<file path="config.mk">
export PLATFORM = sky130hd
export DESIGN_NAME = cayde_alu_issue
export DESIGN_NICKNAME = d
export VERILOG_FILES = /design/src/rtl/cayde_alu_issue.sv
export SDC_FILE = /design/constraint.sdc
export NUM_CORES = 1
export LEC_CHECK = 0
export ABC_AREA = 0
export CAP_MARGIN = 10
export CORE_ASPECT_RATIO = 0.6
export CORE_MARGIN = 10
export CORE_UTILIZATION = 41
export CTS_CLUSTER_SIZE = 25
export DETAILED_ROUTE_END_ITERATION = 6
export PLACE_DENSITY = 0.77
export SYNTH_ARGS = -nofsm -noshare
export SYNTH_HDL_FRONTEND = slang
export SYNTH_SLANG_ARGS = --single-unit
export TNS_END_PERCENT = 1
</file>
<file path="constraint.sdc">
create_clock -name clk_i -period 3.5 [get_ports clk_i]
set_input_delay 0.7 -clock clk_i [delete_from_list [all_inputs] [get_ports clk_i]]
set_output_delay 0.7 -clock clk_i [all_outputs]
set_load 0.01 [all_outputs]
</file>
<file path="src/rtl/cayde_alu_issue.sv">
// RV32I ALU decode-and-issue stage with pending-register scoreboard and a registered ALU slot.
// Define CAYDE_ISSUE_BYPASS_EN to let a same-cycle writeback unblock and forward into a source.
package cayde_pkg;
    typedef enum logic [2:0] {
        ALU_ADD = 3'd0,
        ALU_SUB = 3'd1,
        ALU_XOR = 3'd2,
        ALU_OR  = 3'd3,
        ALU_AND = 3'd4,
        ALU_NOT = 3'd5
    } alu_op;
endpackage

module cayde_alu_issue (
    input  logic                clk_i,
    input  logic                rst_ni,
    input  logic                instr_valid_i,
    output logic                instr_ready_o,
    input  logic [31:0]         instr_i,
    output logic [4:0]          rs1_addr_o,
    output logic [4:0]          rs2_addr_o,
    input  logic [31:0]         rs1_data_i,
    input  logic [31:0]         rs2_data_i,
    output logic                alu_valid_o,
    input  logic                alu_ready_i,
    output cayde_pkg::alu_op    alu_op_o,
    output logic [31:0]         alu_a_o,
    output logic [31:0]         alu_b_o,
    output logic [4:0]          alu_rd_o,
    input  logic                wb_valid_i,
    input  logic [4:0]          wb_rd_i,
    input  logic [31:0]         wb_data_i,
    output logic                illegal_o
);
    import cayde_pkg::*;

    logic [6:0]  opcode;
    logic [2:0]  funct3;
    logic [6:0]  funct7;
    logic [4:0]  rd;
    logic [31:0] imm;

    logic        dec_legal;
    logic        dec_is_r;
    alu_op       dec_op;

    logic [31:0] pending_q, pending_d;
    logic        valid_q, valid_d;
    alu_op       op_q, op_d;
    logic [31:0] a_q, a_d;
    logic [31:0] b_q, b_d;
    logic [4:0]  rd_q, rd_d;
    logic        illegal_q, illegal_d;

    logic        fwd1, fwd2;
    logic        blk1, blk2;
    logic        hazard;
    logic        slot_free;
    logic        accept;
    logic [31:0] op_a, op_b;

    assign opcode     = instr_i[6:0];
    assign rd         = instr_i[11:7];
    assign funct3     = instr_i[14:12];
    assign rs1_addr_o = instr_i[19:15];
    assign rs2_addr_o = instr_i[24:20];
    assign funct7     = instr_i[31:25];
    assign imm        = {{20{instr_i[31]}}, instr_i[31:20]};

    always_comb begin
        dec_legal = 1'b0;
        dec_is_r  = 1'b0;
        dec_op    = ALU_ADD;
        unique case (opcode)
            7'b0110011: begin
                dec_is_r = 1'b1;
                case (funct3)
                    3'b000: begin
                        if (funct7 == 7'b0000000) begin
                            dec_legal = 1'b1;
                            dec_op    = ALU_ADD;
                        end else if (funct7 == 7'b0100000) begin
                            dec_legal = 1'b1;
                            dec_op    = ALU_SUB;
                        end
                    end
                    3'b100: begin dec_legal = (funct7 == 7'b0000000); dec_op = ALU_XOR; end
                    3'b110: begin dec_legal = (funct7 == 7'b0000000); dec_op = ALU_OR;  end
                    3'b111: begin dec_legal = (funct7 == 7'b0000000); dec_op = ALU_AND; end
                    default: ;
                endcase
            end
            7'b0010011: begin
                case (funct3)
                    3'b000: begin dec_legal = 1'b1; dec_op = ALU_ADD; end
                    3'b100: begin dec_legal = 1'b1; dec_op = ALU_XOR; end
                    3'b110: begin dec_legal = 1'b1; dec_op = ALU_OR;  end
                    3'b111: begin dec_legal = 1'b1; dec_op = ALU_AND; end
                    default: ;
                endcase
            end
            default: ;
        endcase
    end

`ifdef CAYDE_ISSUE_BYPASS_EN
    assign fwd1 = wb_valid_i && (wb_rd_i == rs1_addr_o) && pending_q[rs1_addr_o];
    assign fwd2 = wb_valid_i && (wb_rd_i == rs2_addr_o) && pending_q[rs2_addr_o];
`else
    assign fwd1 = 1'b0;
    assign fwd2 = 1'b0;
`endif

    assign blk1      = pending_q[rs1_addr_o] && !fwd1;
    assign blk2      = pending_q[rs2_addr_o] && !fwd2;
    assign hazard    = dec_legal && (blk1 || (dec_is_r && blk2));
    assign slot_free = !valid_q || alu_ready_i;
    assign instr_ready_o = slot_free && !hazard;
    assign accept    = instr_valid_i && instr_ready_o;
    assign op_a      = fwd1 ? wb_data_i : rs1_data_i;
    assign op_b      = fwd2 ? wb_data_i : rs2_data_i;

    always_comb begin
        valid_d   = valid_q;
        op_d      = op_q;
        a_d       = a_q;
        b_d       = b_q;
        rd_d      = rd_q;
        illegal_d = accept && !dec_legal;
        pending_d = pending_q;
        if (valid_q && alu_ready_i)
            valid_d = 1'b0;
        if (accept && dec_legal) begin
            valid_d = 1'b1;
            op_d    = dec_op;
            a_d     = op_a;
            b_d     = dec_is_r ? op_b : imm;
            rd_d    = rd;
        end
        // Clear before set so a same-index set wins.
        if (wb_valid_i)
            pending_d[wb_rd_i] = 1'b0;
        if (accept && dec_legal)
            pending_d[rd] = 1'b1;
        pending_d[0] = 1'b0;
    end

    always_ff @(posedge clk_i) begin
        if (!rst_ni) begin
            valid_q   <= 1'b0;
            op_q      <= ALU_ADD;
            a_q       <= '0;
            b_q       <= '0;
            rd_q      <= '0;
            illegal_q <= 1'b0;
            pending_q <= '0;
        end else begin
            valid_q   <= valid_d;
            op_q      <= op_d;
            a_q       <= a_d;
            b_q       <= b_d;
            rd_q      <= rd_d;
            illegal_q <= illegal_d;
            pending_q <= pending_d;
        end
    end

    assign alu_valid_o = valid_q;
    assign alu_op_o    = op_q;
    assign alu_a_o     = a_q;
    assign alu_b_o     = b_q;
    assign alu_rd_o    = rd_q;
    assign illegal_o   = illegal_q;

endmodule

</file>
# Word-level counts from Yosys, hierarchy flattened
# Cells that the tools add are included.
[word_totals]
out_inout_bits = 85
wordCells = 66
in_bits = 138
regBits = 106
[op_classes]
eq_ne = 6
order_cmp = 6
reduce_logical = 19
mux = 24
bitwise = 3
[op_table]
columns = ["op", "n"]
rows = [
  ["32-bit two-way mux", 3],
  ["32-bit bitwise AND", 1],
  ["32-bit NOT", 1],
  ["32-bit OR", 1],
  ["5-bit by 6-bit less-than comparator with 1-bit output (second input constant)", 4],
  ["7-bit by 6-bit == test with 1-bit output (second input constant)", 2],
  ["1-bit two-way mux", 12],
  ["3-bit one-hot mux with 4 select lines", 1],
  ["1-bit binary-select mux with 5-bit select", 2],
  ["1-bit demux with 5-bit select", 2],
  ["5-bit by 1-bit >= comparator with 1-bit output (second input constant)", 2],
  ["3-bit == test (second input constant)", 3],
  ["1-bit logical AND", 9],
  ["3-bit one-hot mux with 3 select lines", 1],
  ["7-bit by 5-bit == test with 1-bit output (second input constant)", 1],
  ["7-bit logical NOT", 1],
  ["3-bit one-hot mux with 2 select lines", 1],
  ["1-bit one-hot mux with 2 select lines", 2],
  ["4-bit OR reduction", 1],
  ["1-bit logical NOT", 3],
  ["3-bit logical NOT", 1],
  ["3-bit OR reduction", 1],
  ["1-bit logical OR", 2],
  ["2-bit nonzero test", 1],
]

# Depth between registers and ports, before layout
# Gate-level depths: netlist (run 1).
[depth]
depth_word = 11
ltp_mapped = 9
mapped_depth_nobuf = 6

# Least setup slack after synthesis (run 1)
# No wires, ideal clock.
[synth_timing]
kind = "input -> output"
from = "in instr_i[21]"
to = "out instr_ready_o"
t_arrival_ns = 2.280
stages = 7
n_path_buf = 1
t_required_ns = 2.800
path_slack_ns = 0.520
cell_sequence = "buf_2 -> mux4_2 -> mux2_2 -> nand4_1 -> and3_1 -> nand2_1 -> a21boi_0"
[synth_between]
elab_chain_len = 7
[synth_rtl]
columns = ["item", "line_no", "text"]
rows = [
  ["start: declaration", "19", "input logic [31:0] instr_i,"],
  ["1-bit binary-select mux with 5-bit select", "115", "assign blk2 = pending_q[rs2_addr_o] && !fwd2;"],
  ["1-bit two-way mux (not written as such)", "115", ""],
  ["1-bit logical AND", "116", "assign hazard = dec_legal && (blk1 || (dec_is_r && blk2));"],
  ["1-bit logical OR", "116", ""],
  ["1-bit logical AND", "116", ""],
  ["1-bit logical NOT", "118", "assign instr_ready_o = slot_free && !hazard;"],
  ["1-bit logical AND", "118", ""],
  ["end: declaration", "18", "output logic instr_ready_o,"],
]
# No other way between the ends. The select of a mux whose other input is x is not followed.

# Worst setup path after layout (run 1)
[layout_timing]
from = "in instr_i[19]"
to = "out instr_ready_o"
[layout_between]
elab_chain_len = 6
[layout_rtl]
columns = ["item", "line_no", "text"]
rows = [
  ["1-bit binary-select mux with 5-bit select", "114", "assign blk1 = pending_q[rs1_addr_o] && !fwd1;"],
  ["1-bit two-way mux (not written as such)", "114", ""],
  ["1-bit logical OR", "116", ""],
  ["1-bit logical AND", "116", ""],
  ["1-bit logical NOT", "118", ""],
  ["1-bit logical AND", "118", ""],
]
# No other way between the ends. The select of a mux whose other input is x is not followed.

==> impl_metrics.toml, run 1 <==
[critical_path]
worst-setup-path-type = "in -> out"
crit_cells = 8
cp_top_family = "buffers and inverters"
crit_path_end_kind = "output port"
cp-start-kind = "primary input"
crit_slowest_cell = "clkdlybuf4s50_1"
cp_cell_sequence = "clkdlybuf4s50_1 -> or3b_2 -> o22ai_1 -> o41ai_1 -> and3_4 -> nand2_1 -> a21boi_1 -> buf_2"
critPathMaxFanout = 10
cp.arrival_ns = 2.64
r2r_cells = 9
r2r_start = "pending_q[17]"
crit_buf_inv = 2
critPathCapture = "instr_ready_o"
crit_start = "instr_i[19]"
critical_path.max_stage_delay_ns = 0.66
r2r_slack_ns = 1.01
r2r_end = "pending_q[12]"
required_ns = 2.80

[cts]
cts_made_buffers = 9
clk_pin_slew_worst_paths_ns = 0.07
cts.sinks = 105
worst_skew_pair.late_latency_ns = 0.35
cts_buffer_depth = 2
cts_max_level = 3
cts_tree = "built"
post_cts_buffers = 0
root_buffer = "clkbuf_16"

[synthesis]
ys_types = 41
syn_area_per_cell_sq_um = 9.008
synthFlopType = "dfxtp_1"
synth-edff-count = 0
syn_inst = 592
yosysSeqAreaShare = 0.3942
synth_seq_cells = 105
yosysWarnings = 0
synth_area_sq_um = 5333
async_flop_share = 0
synth_nets = 730

[drt]
drt.antenna.violating_nets = 0
drt-initial-drc-count = 391
drtPass1Iterations = 5
drc = 0
via_per_inst = 5.378
wl_per_cell_um = 18.96
route.vias.total = 5066
routed_wl_um = 17860

[floorplanning]
die-area_sq_um = 18120
fp.dieH_um = 108.3
core_area_sq_um = 12770
start_util = 0.4175
dieWidth_um = 167.2
io_pins = 223
row_count = 32

[finish]
layout-drive-gt1-share = 0.1101
antenna_cells = 0
final_cells = 942
design_area_sq_um = 7805
fill_cells = 1061
syn_to_final_growth_pct = 46.36
final_nets = 905
final_util = 0.6111

[sta]
finalHoldViolCount = 0
finalCritPeriodShare = 0.9540
rsz0062_at_grt = "false"
drv_slew = 0
setup_viol = 0
clock_skew_ns = 0.01241
post-route-min-period_ns = 3.339
slew_headroom = 0.5737
fmax_mhz = 299.5
worstMarginPinSlew_ns = 0.6394

[grt]
grt.overflow.total = 0
grt_max_degree = 69
antenna_found_initial = 0
grt_pass1_vias = 5046
grt_use_total = 0.1885
grt_pass1_wl_um = 27890

[pwr]
power.leakage_nw = 3.411
irDropWorstVdd_mv = 0.2339
p_per_area_nw_per_um2 = 347.6

[job]
max-cap-violations = 0

[placement]
dpl.hpwl_um = 13690
port_buffers = 190
place_congestion = 0.8827
placed_cells = 926
place_area_sq_um = 7437

[status]
status = "complete, no violations"

[min_path]
hold_class = "reg -> reg"
-- Yosys cell counts, types with 2 or more instances --
master | number | area share
buf_6 | 6 | 0.013
or3_1 | 5 | 0.0059
nand2_1 | 154 | 0.11
nor2b_1 | 3 | 0.0035
mux4_2 | 7 | 0.030
o21ai_0 | 5 | 0.0047
nand3_1 | 4 | 0.0038
and3_1 | 2 | 0.0023
or2_2 | 3 | 0.0035
o22ai_1 | 4 | 0.0047
o31ai_1 | 32 | 0.045
a21o_1 | 21 | 0.030
nand2b_1 | 3 | 0.0035
buf_4 | 11 | 0.015
buf_2 | 5 | 0.0047
or3b_2 | 8 | 0.013
mux2i_1 | 82 | 0.15
o211ai_1 | 32 | 0.045
nor2_1 | 10 | 0.0070
inv_1 | 7 | 0.0049
mux2_2 | 15 | 0.032
clkbuf_1 | 33 | 0.023
dfxtp_1 | 105 | 0.39
buf_1 | 3 | 0.0021
a221oi_1 | 3 | 0.0049
nand3b_1 | 10 | 0.014
nand4_1 | 4 | 0.0047
o32ai_1 | 2 | 0.0033
-- final cells by class --
cell class	instances	area, sq um	share of cell area
well taps	170	212.7	0.02725
inverters	7	26.28	0.003366
clock buffers	9	225.2	0.02886
multi-input cells	422	2899	0.3714
repair buffers	222	2205	0.2825
flip-flops and latches	105	2102	0.2693
clock inverters	7	135.1	0.01731
-- cell families after synthesis --
logic type,after synthesis,share of synthesized area
mux,104,0.2152
compound gates,107,0.1509
simple gates,211,0.1767
flops,105,0.3942
buf+inv,65,0.06312
-- repair_timing --
item / CTS / global route
pin swaps: 0 / 1
endpoints found under the setup margin: 1 / 1
hold endpoints to repair: 0 / 0
hold buffers: 0 / 0
gates resized for setup: 8 / 3
-- placed cells by master, fill, tap and decap left out, types with 8 or more instances in the layout --
master           Yosys  final
clkdlybuf4s50_1      0    185
nand2_1            154    154
dfxtp_1            105    105
mux2i_1             82     82
o31ai_1             32     32
o211ai_1            32     32
buf_4               11     27
a21o_1              21     21
mux2_2              15     15
nor2_1              10     10
nand3b_1            10     10
clkbuf_16            0      9
or3b_2               8      8
-- worst min-delay path: stages, from the launching register on --
cell	delay [ns]
dfxtp_1	0.31
nand2_1	0.05
mux2i_1	0.05
-- metrics by stage --
stage          setup WS, ns  total power [mW]  hold WS (ns)  setup TNS [ns]
3_5_place_dp        -0.4549             1.538        0.4524         -0.4549
4_1_cts             0.02234             2.743        0.4624               0
5_1_grt             0.05125             2.817        0.4839               0
6_report             0.1609             2.713        0.4588               0
2_1_floorplan        0.5199             1.358        0.4771               0
3_3_place_gp        -0.4298             1.533        0.4440         -0.4298
-- report_power, final --
| part | internal (mW) | leakage (nW) | total, mW | switching (mW) |
|---|---|---|---|---|
| Combinational | 0.177 | 2.39 | 0.317 | 0.140 |
| Clock | 0.716 | 0.175 | 1.20 | 0.484 |
| Sequential | 1.19 | 0.846 | 1.20 | 0.000642 |
| Total | 2.09 | 3.41 | 2.71 | 0.625 |
-- how the worst min path moves through the flow --
stage | from | to | slack (ns) | cells after the start
after floorplan | pending_q[4] | pending_q[4] | 0.48 | 2
after global placement | alu_a_o[2] | alu_a_o[2] | 0.44 | 2
after detailed placement | alu_a_o[3] | alu_a_o[3] | 0.45 | 2
after CTS | alu_a_o[26] | alu_a_o[26] | 0.46 | 2
after global routing | alu_b_o[11] | alu_b_o[11] | 0.48 | 2
final | alu_a_o[3] | alu_a_o[3] | 0.46 | 2
-- flip-flops by register name, summed over array words and instances (netlist names) --
signal       flops
alu_valid_o      1
alu_op_o         3
alu_rd_o         5
pending_q       31
alu_b_o         32
illegal_o        1
alu_a_o         32
-- per-layer routing --
layer | vias up | track usage | share of wire
met5 | - | 0 | 0
met4 | 0 | 0.04332 | 0.0092
met3 | 11 | 0.06304 | 0.10
met2 | 206 | 0.2901 | 0.44
met1 | 2401 | 0.2520 | 0.45
li1 | 2448 | - | -
Power figures use the tool's default switching activity.
==> run 2, diff against run 1 <==
CAP_MARGIN = 20   (was 10)
==> results of run 2 <==
The final DEF is identical to that of run 1; final timing and power are the same.
